**config.mk**
```make
export PLATFORM = sky130hd
export DESIGN_NAME = sdram_axi_burst_bridge
export DESIGN_NICKNAME = d
export VERILOG_FILES = /design/src/rtl/sdram_axi_burst_bridge.sv
export SDC_FILE = /design/constraint.sdc
export NUM_CORES = 1
export LEC_CHECK = 0
export BUFFER_PORTS_ARGS = -buffer_cell sky130_fd_sc_hd__buf_4
export CAP_MARGIN = 20
export CORE_AREA = 5 5 169 204
export CTS_BUF_LIST = sky130_fd_sc_hd__clkbuf_4
export CTS_CLUSTER_DIAMETER = 150
export DETAILED_ROUTE_END_ITERATION = 16
export DIE_AREA = 0 0 174 209
export GPL_TIMING_DRIVEN = 0
export HOLD_SLACK_MARGIN = 0.06
export PLACE_DENSITY = 0.67
export SLEW_MARGIN = 0
export SYNTH_ARGS = -nofsm -noshare
export SYNTH_HDL_FRONTEND = slang
export SYNTH_SLANG_ARGS = --single-unit
```
**constraint.sdc**
```tcl
create_clock -name clock -period 4.8 [get_ports clock]
set_input_delay 0.24 -clock clock [delete_from_list [all_inputs] [get_ports clock]]
set_output_delay 0.24 -clock clock [all_outputs]
set_load 0.05 [all_outputs]
```
**src/rtl/sdram_axi_burst_bridge.sv**
```systemverilog
// AXI4 slave front-end that splits FIXED/INCR/WRAP bursts into single-word SDRAM requests.
// Reads are credit-limited into a small response FIFO; writes collect acks into one B response.
module sdram_axi_burst_bridge #(
  parameter int ADDR_W     = 32,
  parameter int DATA_W     = 32,
  parameter int ID_W       = 4,
  parameter int RESP_DEPTH = 4,
  localparam int STRB_W    = DATA_W / 8
) (
  input  logic              clock,
  input  logic              reset,
  // AXI write address
  input  logic              in_awvalid,
  output logic              in_awready,
  input  logic [ADDR_W-1:0] in_awaddr,
  input  logic [ID_W-1:0]   in_awid,
  input  logic [7:0]        in_awlen,
  input  logic [2:0]        in_awsize,
  input  logic [1:0]        in_awburst,
  // AXI write data
  input  logic              in_wvalid,
  output logic              in_wready,
  input  logic [DATA_W-1:0] in_wdata,
  input  logic [STRB_W-1:0] in_wstrb,
  input  logic              in_wlast,
  // AXI write response
  output logic              in_bvalid,
  input  logic              in_bready,
  output logic [1:0]        in_bresp,
  output logic [ID_W-1:0]   in_bid,
  // AXI read address
  input  logic              in_arvalid,
  output logic              in_arready,
  input  logic [ADDR_W-1:0] in_araddr,
  input  logic [ID_W-1:0]   in_arid,
  input  logic [7:0]        in_arlen,
  input  logic [2:0]        in_arsize,
  input  logic [1:0]        in_arburst,
  // AXI read data
  output logic              in_rvalid,
  input  logic              in_rready,
  output logic [DATA_W-1:0] in_rdata,
  output logic [1:0]        in_rresp,
  output logic              in_rlast,
  output logic [ID_W-1:0]   in_rid,
  // word-level memory port
  output logic              mem_req_valid,
  input  logic              mem_req_ready,
  output logic              mem_req_we,
  output logic [ADDR_W-1:0] mem_req_addr,
  output logic [DATA_W-1:0] mem_req_wdata,
  output logic [STRB_W-1:0] mem_req_wstrb,
  input  logic              mem_resp_valid,
  input  logic [DATA_W-1:0] mem_resp_rdata,
  input  logic              mem_resp_err,
  output logic [1:0]        dbg_state
);
  // Handshakes: a transfer happens on a rising edge where valid && ready are both high;
  // a valid, once raised, is held with stable payload until that edge.

  localparam int OFS   = $clog2(STRB_W);
  localparam int PTR_W = $clog2(RESP_DEPTH);
  localparam int CNT_W = PTR_W + 1;

  typedef enum logic [1:0] {IDLE = 2'd0, RD = 2'd1, WR = 2'd2, WR_RESP = 2'd3} state_t;

  state_t            state, state_nxt;
  logic              prio;  // 0: read wins a tie, 1: write wins
  logic [ADDR_W-1:0] cur_addr, addr_nxt;
  logic [ID_W-1:0]   cur_id;
  logic [7:0]        cur_len;
  logic [2:0]        cur_size;
  logic [1:0]        cur_burst;
  logic [8:0]        issued, acks, len_p1;
  logic [7:0]        popped;
  logic              wr_err;
  logic [CNT_W-1:0]  outstanding, fifo_count;
  logic [PTR_W-1:0]  wptr, rptr;
  logic [DATA_W:0]   fifo_mem [RESP_DEPTH];
  logic [DATA_W:0]   head;

  logic grant_rd, grant_wr, ar_fire, aw_fire;
  logic beats_left, credit_ok, rd_issue, wr_issue, req_fire, rd_fire;
  logic push, pop;
  logic [ADDR_W-1:0] incr, aligned, wrap_mask;
  logic wlast_unused;

  // Burst length always comes from the address phase; wlast carries no extra information.
  assign wlast_unused = in_wlast;

  assign grant_rd   = in_arvalid && (!in_awvalid || !prio);
  assign grant_wr   = in_awvalid && (!in_arvalid || prio);
  assign in_arready = (state == IDLE) && !reset && grant_rd;
  assign in_awready = (state == IDLE) && !reset && grant_wr;
  assign ar_fire    = in_arvalid && in_arready;
  assign aw_fire    = in_awvalid && in_awready;

  assign len_p1     = {1'b0, cur_len} + 9'd1;
  assign beats_left = issued <= {1'b0, cur_len};
  assign credit_ok  = ({1'b0, outstanding} + {1'b0, fifo_count}) < (CNT_W + 1)'(RESP_DEPTH);
  assign rd_issue   = (state == RD) && beats_left && credit_ok;
  assign wr_issue   = (state == WR) && beats_left && in_wvalid;
  assign req_fire   = mem_req_valid && mem_req_ready;
  assign rd_fire    = rd_issue && mem_req_ready;

  assign mem_req_valid = rd_issue || wr_issue;
  assign in_wready     = wr_issue && mem_req_ready;
  assign mem_req_we    = (state == WR);
  assign mem_req_addr  = {cur_addr[ADDR_W-1:OFS], {OFS{1'b0}}};
  assign mem_req_wdata = (state == WR) ? in_wdata : '0;
  assign mem_req_wstrb = (state == WR) ? in_wstrb : '0;

  // Narrow INCR beats after an unaligned start snap to the next size-aligned address.
  assign incr      = ADDR_W'(1) << cur_size;
  assign aligned   = cur_addr & ~(incr - ADDR_W'(1));
  assign wrap_mask = ((ADDR_W'(cur_len) + ADDR_W'(1)) << cur_size) - ADDR_W'(1);

  always_comb begin
    addr_nxt = aligned + incr;
    case (cur_burst)
      2'b00:   addr_nxt = cur_addr;
      2'b10:   addr_nxt = (cur_addr & ~wrap_mask) | ((cur_addr + incr) & wrap_mask);
      default: ;
    endcase
  end

  assign push      = (state == RD) && mem_resp_valid;
  assign pop       = in_rvalid && in_rready;
  assign head      = fifo_mem[rptr];
  assign in_rvalid = (fifo_count != '0);
  assign in_rdata  = in_rvalid ? head[DATA_W-1:0] : '0;
  assign in_rresp  = (in_rvalid && head[DATA_W]) ? 2'b10 : 2'b00;
  assign in_rlast  = in_rvalid && (popped == cur_len);
  assign in_rid    = cur_id;
  assign in_bvalid = (state == WR_RESP);
  assign in_bresp  = ((state == WR_RESP) && wr_err) ? 2'b10 : 2'b00;
  assign in_bid    = cur_id;
  assign dbg_state = state;

  always_comb begin
    state_nxt = state;
    case (state)
      IDLE:    if (ar_fire) state_nxt = RD;
               else if (aw_fire) state_nxt = WR;
      RD:      if (pop && in_rlast) state_nxt = IDLE;
      WR:      if ((issued == len_p1) && (acks == len_p1)) state_nxt = WR_RESP;
      WR_RESP: if (in_bready) state_nxt = IDLE;
      default: state_nxt = IDLE;
    endcase
  end

  always_ff @(posedge clock or posedge reset) begin
    if (reset) begin
      state       <= IDLE;
      prio        <= 1'b0;
      cur_addr    <= '0;
      cur_id      <= '0;
      cur_len     <= '0;
      cur_size    <= '0;
      cur_burst   <= '0;
      issued      <= '0;
      acks        <= '0;
      popped      <= '0;
      wr_err      <= 1'b0;
      outstanding <= '0;
    end else begin
      state <= state_nxt;
      if (ar_fire) begin
        cur_addr  <= in_araddr;
        cur_id    <= in_arid;
        cur_len   <= in_arlen;
        cur_size  <= in_arsize;
        cur_burst <= in_arburst;
      end else if (aw_fire) begin
        cur_addr  <= in_awaddr;
        cur_id    <= in_awid;
        cur_len   <= in_awlen;
        cur_size  <= in_awsize;
        cur_burst <= in_awburst;
      end
      if (ar_fire || aw_fire) begin
        prio        <= ~prio;
        issued      <= '0;
        acks        <= '0;
        popped      <= '0;
        wr_err      <= 1'b0;
        outstanding <= '0;
      end else begin
        if (req_fire) begin
          issued   <= issued + 9'd1;
          cur_addr <= addr_nxt;
        end
        if ((state == WR) && mem_resp_valid) begin
          acks <= acks + 9'd1;
          if (mem_resp_err) wr_err <= 1'b1;
        end
        if (pop) popped <= popped + 8'd1;
        outstanding <= outstanding + CNT_W'(rd_fire) - CNT_W'(push);
      end
    end
  end

  // Credit check guarantees a push never lands on a full FIFO unless a pop frees it.
  always_ff @(posedge clock or posedge reset) begin
    if (reset) begin
      fifo_count <= '0;
      wptr       <= '0;
      rptr       <= '0;
    end else begin
      fifo_count <= fifo_count + CNT_W'(push) - CNT_W'(pop);
      if (push) wptr <= wptr + PTR_W'(1);
      if (pop)  rptr <= rptr + PTR_W'(1);
    end
  end

  always_ff @(posedge clock) begin
    if (push) fifo_mem[wptr] <= {mem_resp_err, mem_resp_rdata};
  end

endmodule
```
; Yosys cells after proc, flatten, opt, wreduce, memory -nomap -nowiden
; Memories as Yosys holds them, arrays and structs flattened.
; Cells that the tools add are included.
[op_classes]
n_eq_ne = 12
magnitude_cmp = 2
n_addsub = 16
n_mux = 36
n_reduce_logical = 40
bitwise_logic = 7
shifts = 2
[ops]
columns = operator, count
row1 = $mux 32, 6
row2 = $and 32x32->32, 3
row3 = $add 32x32->32, 2
row4 = $not 32->32, 2
row5 = $pmux 32 s2, 1
row6 = $sub 32x1->32 const B, 2
row7 = $mux 9, 4
row8 = $mux 8, 4
row9 = $or 32x32->32, 1
row10 = $shl 1x3->32 const A, 1
row11 = $shl 9x3->32, 1
row12 = $logic_and 1x1->1, 22
row13 = $add 8x1->9 const B, 2
row14 = $add 9x1->9 const B, 2
row15 = $eq 9x9->1, 2
row16 = $mux 2, 9
row17 = $mux 4, 3
row18 = $reduce_bool 2->1, 5
row19 = $le 9x8->1, 1
row20 = $mux 3, 3
row21 = $add 8x1->8 const B, 1
row22 = $eq 8x8->1, 1
row23 = $pmux 2 s4, 1
row24 = $add 3x1->3, 2
row25 = 16 further kinds, 34
[totals]
in_bits = 177
output_inout_bits = 122
regBits = 89
ram_bits = 132
n_memories = 1
[memory_table]
columns = memory, depth, word_bits, read_ports, rd_clocked_by_memory_dff, write_ports, line_no
row1 = fifo_mem, 4, 33, 1, 0, 1, 79  ; logic [DATA_W:0] fifo_mem [RESP_DEPTH];

; Logic depth before layout (Yosys ltp)
; Gate-level depths: netlist of run 1.
[logic_depth]
ltp_word = 9
mapped_depth = 17
depth_no_buf = 14

; Worst setup path before layout of run 1
; No wires, ideal clock.
[synth_timing]
path_kind = reg-to-reg
startpoint = register cur_size[2]
endpoint = register with a tool-made name
n_path_buf = 5
path_stages_with_launch = 18
setup_slack_ns = 0.636
period_less_slack_ns = 4.164
setup_ns = 0.122
t_arrival_ns = 4.042
required_ns = 4.678
path_cell_list = dfrtp_1 clkbuf_1 clkbuf_1 buf_1 clkbuf_1 nor3_1 ha_1 ha_1 o21ai_0 a2111o_1 o21ai_0 a221oi_1 clkbuf_1 or3_1 xnor2_1 a21oi_1 o41ai_1 a32o_1
[synth_rtl]
columns = element, line_no
row1 = from (decl), 72  ; logic [2:0] cur_size;
row2 = from (signal assigned), 172  ; cur_size <= in_arsize;
row3 = from (signal assigned), 178  ; cur_size <= in_awsize;

==> out/qor.txt, run 1 <==
Pins over their slew limit = 0
YS warnings = 0
FF-to-FF Start = cur_len[3]
Setup bufs post-CTS = 0
Unrepaired setup endpoints after global routing = no
Drt wl/cell = 20.9 microns
# Max-Cap Violations = 0
Final Net Count = 2,135
Slew of the pin with the lowest slew margin = 1.04 ns
Tcrit/Tclk final = 97.9%
First-pass DRT Iterations = 5
Number of global-route vias before repair = 13,900
Max Fanout on Critical Path = 10
Antenna-violating nets left = 0
Status = finished, final reports clean
Latest clock arrival within the worst-skew pair = 0.74 ns
P&R area growth vs syn = 33.2%
Most common cell after layout, fill and taps aside = buf_4
Drt first-iter violations = 1,275
Top cell by count, worst path = clkbuf_1
Total gr overflow = 0
Register area = 0.00619 sq mm
Final Hold Vio Count = 0
Reg2reg setup slack = 0.10 ns
Tot GR Track Use = 26.4%
Clock buffer count from CTS = 58
Non-filler cells, final = 2,374
Routed vias/inst = 5.79
Setup crit end kind = flip-flop
Slowest CP cell = clkbuf_1
Relative slew slack = 28.8%
Fin crit period = 4.70 ns
R2R depth = 13
Final setup violation count = 0
Startpoint class of the critical path = flip-flop
Row Count = 73
Share of layout cells above drive strength 1 = 26.4%
Register area share after synthesis = 43.4%
Seq cells post-synth = 221
Top FF cell, synth = edfxtp_1
Yosys cell types = 91
Post-synth EDFFs = 132
Worst Path Arrival = 5.35 ns
Placed insts = 2,156
Most frequent cells in the layout = buf_4, nand2_1, edfxtp_1
Largest net degree at the start of global routing = 65
First-pass GRT wire length = 77,000 microns
DRC Markers = 0
Antenna violations before repair = 2
Num Clock Sinks = 221
Die height = 209 microns
Hold Crit Depth = 7
Fmax = 0.213 GHz
Maximum VDD drop = 433 uV
Synth Cell Area = 0.0143 sq mm
Async set-reset flop share out of synthesis = 40.3%
Synth Area per Inst = 9.88 sq um
WP data required = 5.45 ns
Initial Utilization = 43.9%
Area of the multi-input gates = 0.00726 sq mm
H-tree lvl count = 2
Hold Crit Start = in_awaddr[18]
PortBufs = 293
Worst path cell trace = buf_4 > inv_1 > ha_1 > nand4_1 > o221ai_1 > a311oi_2 > nand2b_1 > clkbuf_1 > clkbuf_1 > clkbuf_1 > o211ai_1 > dlygate4sd3_1 > nand3_1
Clock transition at path regs = 0.06 ns
Root buffer cell = clkbuf_4
Power per cell area = 688 mW/mm^2
Post-Syn Instances = 1,445
Via count = 13,700
Leakage = 7.95 nW
HP Class = input pin to flip-flop
HPWL Detailed = 36,000 microns
RePlAce Congestion = 0.957
Clock Skew = 0.0512 ns
Crit path largest cell delay = 0.70 ns
Die Span X = 174 microns
DRT Wirelength = 49,600 microns
Core ar. = 0.0325 sq mm
Final core utilization = 58.5%
CTS tree = yes
Fill cells = 2,857
Worst Setup Path Type = flip-flop to flip-flop
I/O pins = 299
CTS max path bufs = 3
DIE AREA = 0.0364 sq mm
cells by family (layout without fill, tap and decap cells):
family	Yosys count	in the layout	share of synthesized area [%]
AO/OA/AOI/OAI	340	340	16.5
XOR/XNOR	72	72	4.42
adder cells (fa/ha/maj)	42	42	3.79
buffers and inverters	177	690	6.07
flip-flops	221	221	43.4
multiplexers	44	44	6.02
other	1	5	0.0263
AND/OR/NAND/NOR	548	548	19.8
where the power goes:
group,total (mW),internal (mW),switching [mW]
combinational,8.43,3.13,5.30
sequential,2.99,2.49,0.491
clock,1.66,0.855,0.806
total,13.1,6.48,6.59
synth_stat cells (all sizes together), types with 42 or more instances:
cell	count	area share (%)
edfxtp	132	28
nor2	104	2.7
dfrtp	89	16
inv	43	1.1
and2	89	3.9
nand3	47	1.6
clkbuf	60	1.6
nand2	144	3.8
o21ai	65	2.3
a31oi	42	1.8
a21oi	47	1.6
buf	73	3.3
per-layer routing:
layer	GRT usage [%]	share of wire, %	vias up
met5	0	0.026	-
met4	11.0	3.8	2
met3	4.90	6.8	135
met2	45.4	50	592
met1	32.5	39	6674
li1	-	-	6340
through the flow:
stage	setup slack (ns)	total power [mW]	instance area, sq um	hold WS (ns)	TNS [ns]
6_report	0.101	13.1	19000	0.102	0
5_1_grt	0.00994	13.8	19000	0.106	0
4_1_cts	0.0184	13.0	19000	0.0606	0
3_5_place_dp	-0.619	11.1	17100	0.268	-4.48
3_3_place_gp	-0.537	11.0	17000	0.440	-4.02
2_1_floorplan	0.636	8.67	14300	0.339	0
how the worst max path moves through the flow:
stage,startpoint,to,slack [ns],cells past startpoint
detailed placement,cur_size[2],flip-flop,-0.62,16
floorplan,cur_size[2],flip-flop,0.64,17
global route,cur_size[2],flip-flop,0.01,16
global placement,cur_size[2],flip-flop,-0.54,16
CTS,cur_len[3],flip-flop,0.02,12
finish,cur_len[3],flip-flop,0.10,13
layout make-up:
cell class              count  share of cell area, %
diodes                      1                 0.0132
plain buffers             132                   3.71
clock buffers              84                   3.32
clock inverters            18                  0.546
inverters                  44                  0.882
multi-input cells        1050                   38.2
flip-flops and latches    221                   32.6
well taps                 412                   2.71
repair buffers            412                   18.0
worst max-delay path: cells and delay by family (launching register included):
kind                       cells  cell delay (ns)
and+or+nand+nor                3             0.36
DFF                            1             0.45
AOI/OAI and AO/OA              3             0.76
adders and majority gates      1             0.33
buffers and inverters          6             2.70
repair_timing:
action | 4_1_cts | 5_1_grt
endpoints found under the hold margin | 268 | 0
endpoints found under the setup margin | 12 | 15
gates resized for setup | 6 | 10
hold buffers | 116 | 0
pin swaps | 0 | 0
Power figures use the tool's default switching activity.
==> run 2: changes to the inputs <==
CORE_AREA = 3 3 167 202   (was 5 5 169 204)
DIE_AREA = 0 0 170 205   (was 0 0 174 209)
==> run 2 against run 1 <==
  * Clock power shrank 4%
  * Register-to-register slack gained 0.14 ns
  * Fmax grew 3.1%
  * Worst hold slack lost 0.032 ns
  * Design area shrank 0.52%
  * First-iteration DRC count shrank 24%
  * Die area shrank 4.2%
  * Non-clock buffer count shrank 11
  * Global-route usage grew 1.0 points
  * Wire length shrank 0.64%
  * Largest cell class unchanged
==> out/qor.txt, run 2 (same netlist as run 1, synthesis figures left out) <==
Latest clock arrival within the worst-skew pair = 0.72 ns
Unrepaired setup endpoints after global routing = no
Relative slew slack = 39.1%
DRC Markers = 0
Core ar. = 0.0321 sq mm
P&R area growth vs syn = 32.5%
First-pass DRT Iterations = 5
FF-to-FF Start = cur_len[3]
Fmax = 0.220 GHz
Routed vias/inst = 5.77
Non-filler cells, final = 2,361
WHS = 0.0694 ns
Total gr overflow = 0
Max Fanout on Critical Path = 10
Placed insts = 2,154
Tcrit/Tclk final = 94.9%
Die Span X = 170 microns
Worst Path Arrival = 5.17 ns
Setup bufs post-CTS = 0
Final Net Count = 2,123
Antenna-violating nets left = 0
Number of global-route vias before repair = 13,700
Final worst slack = 0.245 ns
Reg2reg setup slack = 0.24 ns
Most frequent cells in the layout = buf_4, nand2_1, edfxtp_1
Clock transition at path regs = 0.07 ns
Share of layout cells above drive strength 1 = 26.6%
Pins over their slew limit = 0
Final core utilization = 59.0%
Clock buffer count from CTS = 57
Fin crit period = 4.56 ns
Setup crit end kind = flip-flop
Antenna violations before repair = 2
Die height = 205 microns
Clock Skew = 0.0523 ns
Power per cell area = 686 mW/mm^2
Final setup violation count = 0
Status = finished, final reports clean
Largest net degree at the start of global routing = 58
Leakage = 7.90 nW
Drt wl/cell = 20.9 microns
Most common cell after layout, fill and taps aside = buf_4
Row Count = 72
Initial Utilization = 44.5%
Startpoint class of the critical path = flip-flop
CTS max path bufs = 3
HP Class = input pin to flip-flop
DRT Wirelength = 49,200 microns
Worst Setup Path Type = flip-flop to flip-flop
Hold Crit Start = in_araddr[15]
HPWL Detailed = 36,300 microns
Num Clock Sinks = 221
H-tree lvl count = 2
Maximum VDD drop = 446 uV
# Max-Cap Violations = 0
Slew of the pin with the lowest slew margin = 0.913 ns
Fill cells = 2,841
I/O pins = 299
Via count = 13,600
PortBufs = 293
Placement Setup Slack = -0.802 ns
First-pass GRT wire length = 75,400 microns
RePlAce Congestion = 0.938
R2R depth = 13
Final Hold Vio Count = 0
Root buffer cell = clkbuf_4
Drt first-iter violations = 971
DIE AREA = 0.0349 sq mm
Tot GR Track Use = 27.4%
WP data required = 5.42 ns
CTS tree = yes
Hold Crit Depth = 5
run 2: cell count changes in the layout (fill, tap and decap cells not counted), moves of 2 or more:
cell,before,now
buf_1,13,15
clkbuf_2,8,6
clkinv_2,0,2
dlygate4sd3_1,116,102
run 2: how the worst max path moves through the flow:
stage	slack, ns	depth (start not counted)	startpoint	to
2_1_floorplan	0.64	17	cur_size[2]	flip-flop
3_3_place_gp	-0.82	16	cur_size[2]	flip-flop
3_5_place_dp	-0.80	16	cur_size[2]	flip-flop
4_1_cts	0.13	8	dbg_state[0]	in_awready
5_1_grt	0.03	16	cur_size[2]	flip-flop
6_report	0.24	13	cur_len[3]	flip-flop
run 2: layout make-up:
class                   instances  area, sq um  share of cell area, %
plain buffers                 132          703                   3.72
flip-flops and latches        221         6190                   32.7
clock inverters                20         87.6                  0.463
multi-input cells            1050         7280                   38.5
clock buffers                  84          631                   3.33
well taps                     407          509                   2.69
diodes                          2         5.00                 0.0265
inverters                      44          168                  0.887
repair buffers                401         3340                   17.7
run 2: repair_timing:
item | in CTS | in global routing
setup endpoints to repair | 12 | 11
endpoints found under the hold margin | 262 | 0
gates resized for setup | 6 | 7
hold buffers | 102 | 0
pin swaps | 0 | 0
run 2: worst max-delay path, stage by stage (launching register included):
cell           delay [ns]
dfrtp_1              0.45
buf_4                0.23
inv_1                0.16
ha_1                 0.33
nand4_1              0.11
o221ai_1             0.27
a311oi_2             0.24
nand2b_1             0.12
clkbuf_1             0.37
clkbuf_1             0.71
clkbuf_1             0.60
o211ai_1             0.18
dlygate4sd3_1        0.62
o21ai_0              0.08
run 2: metrics by stage:
step / setup TNS (ns) / total power, mW / cell area, sq um
after floorplan: 0 / 8.67 / 14300
after global placement: -5.00 / 11.0 / 17000
after detailed placement: -5.20 / 11.1 / 17100
after CTS: 0 / 12.9 / 18900
after global routing: 0 / 13.7 / 18900
final: 0 / 13.0 / 18900
run 2: report_power, final:
| group | total, mW | switching (mW) | internal (mW) |
|---|---|---|---|
| logic | 8.39 | 5.30 | 3.09 |
| clock network | 1.60 | 0.796 | 0.805 |
| registers | 2.98 | 0.485 | 2.49 |
| total | 13.0 | 6.58 | 6.39 |
run 2: per-layer routing:
layer / track usage [%] / up-vias / routed length (microns)
li1: - / 6323 / -
met1: 34.4 / 6593 / 19800
met2: 47.2 / 583 / 24300
met3: 4.38 / 130 / 3320
met4: 10.7 / 0 / 1870
met5: 0 / - / 0
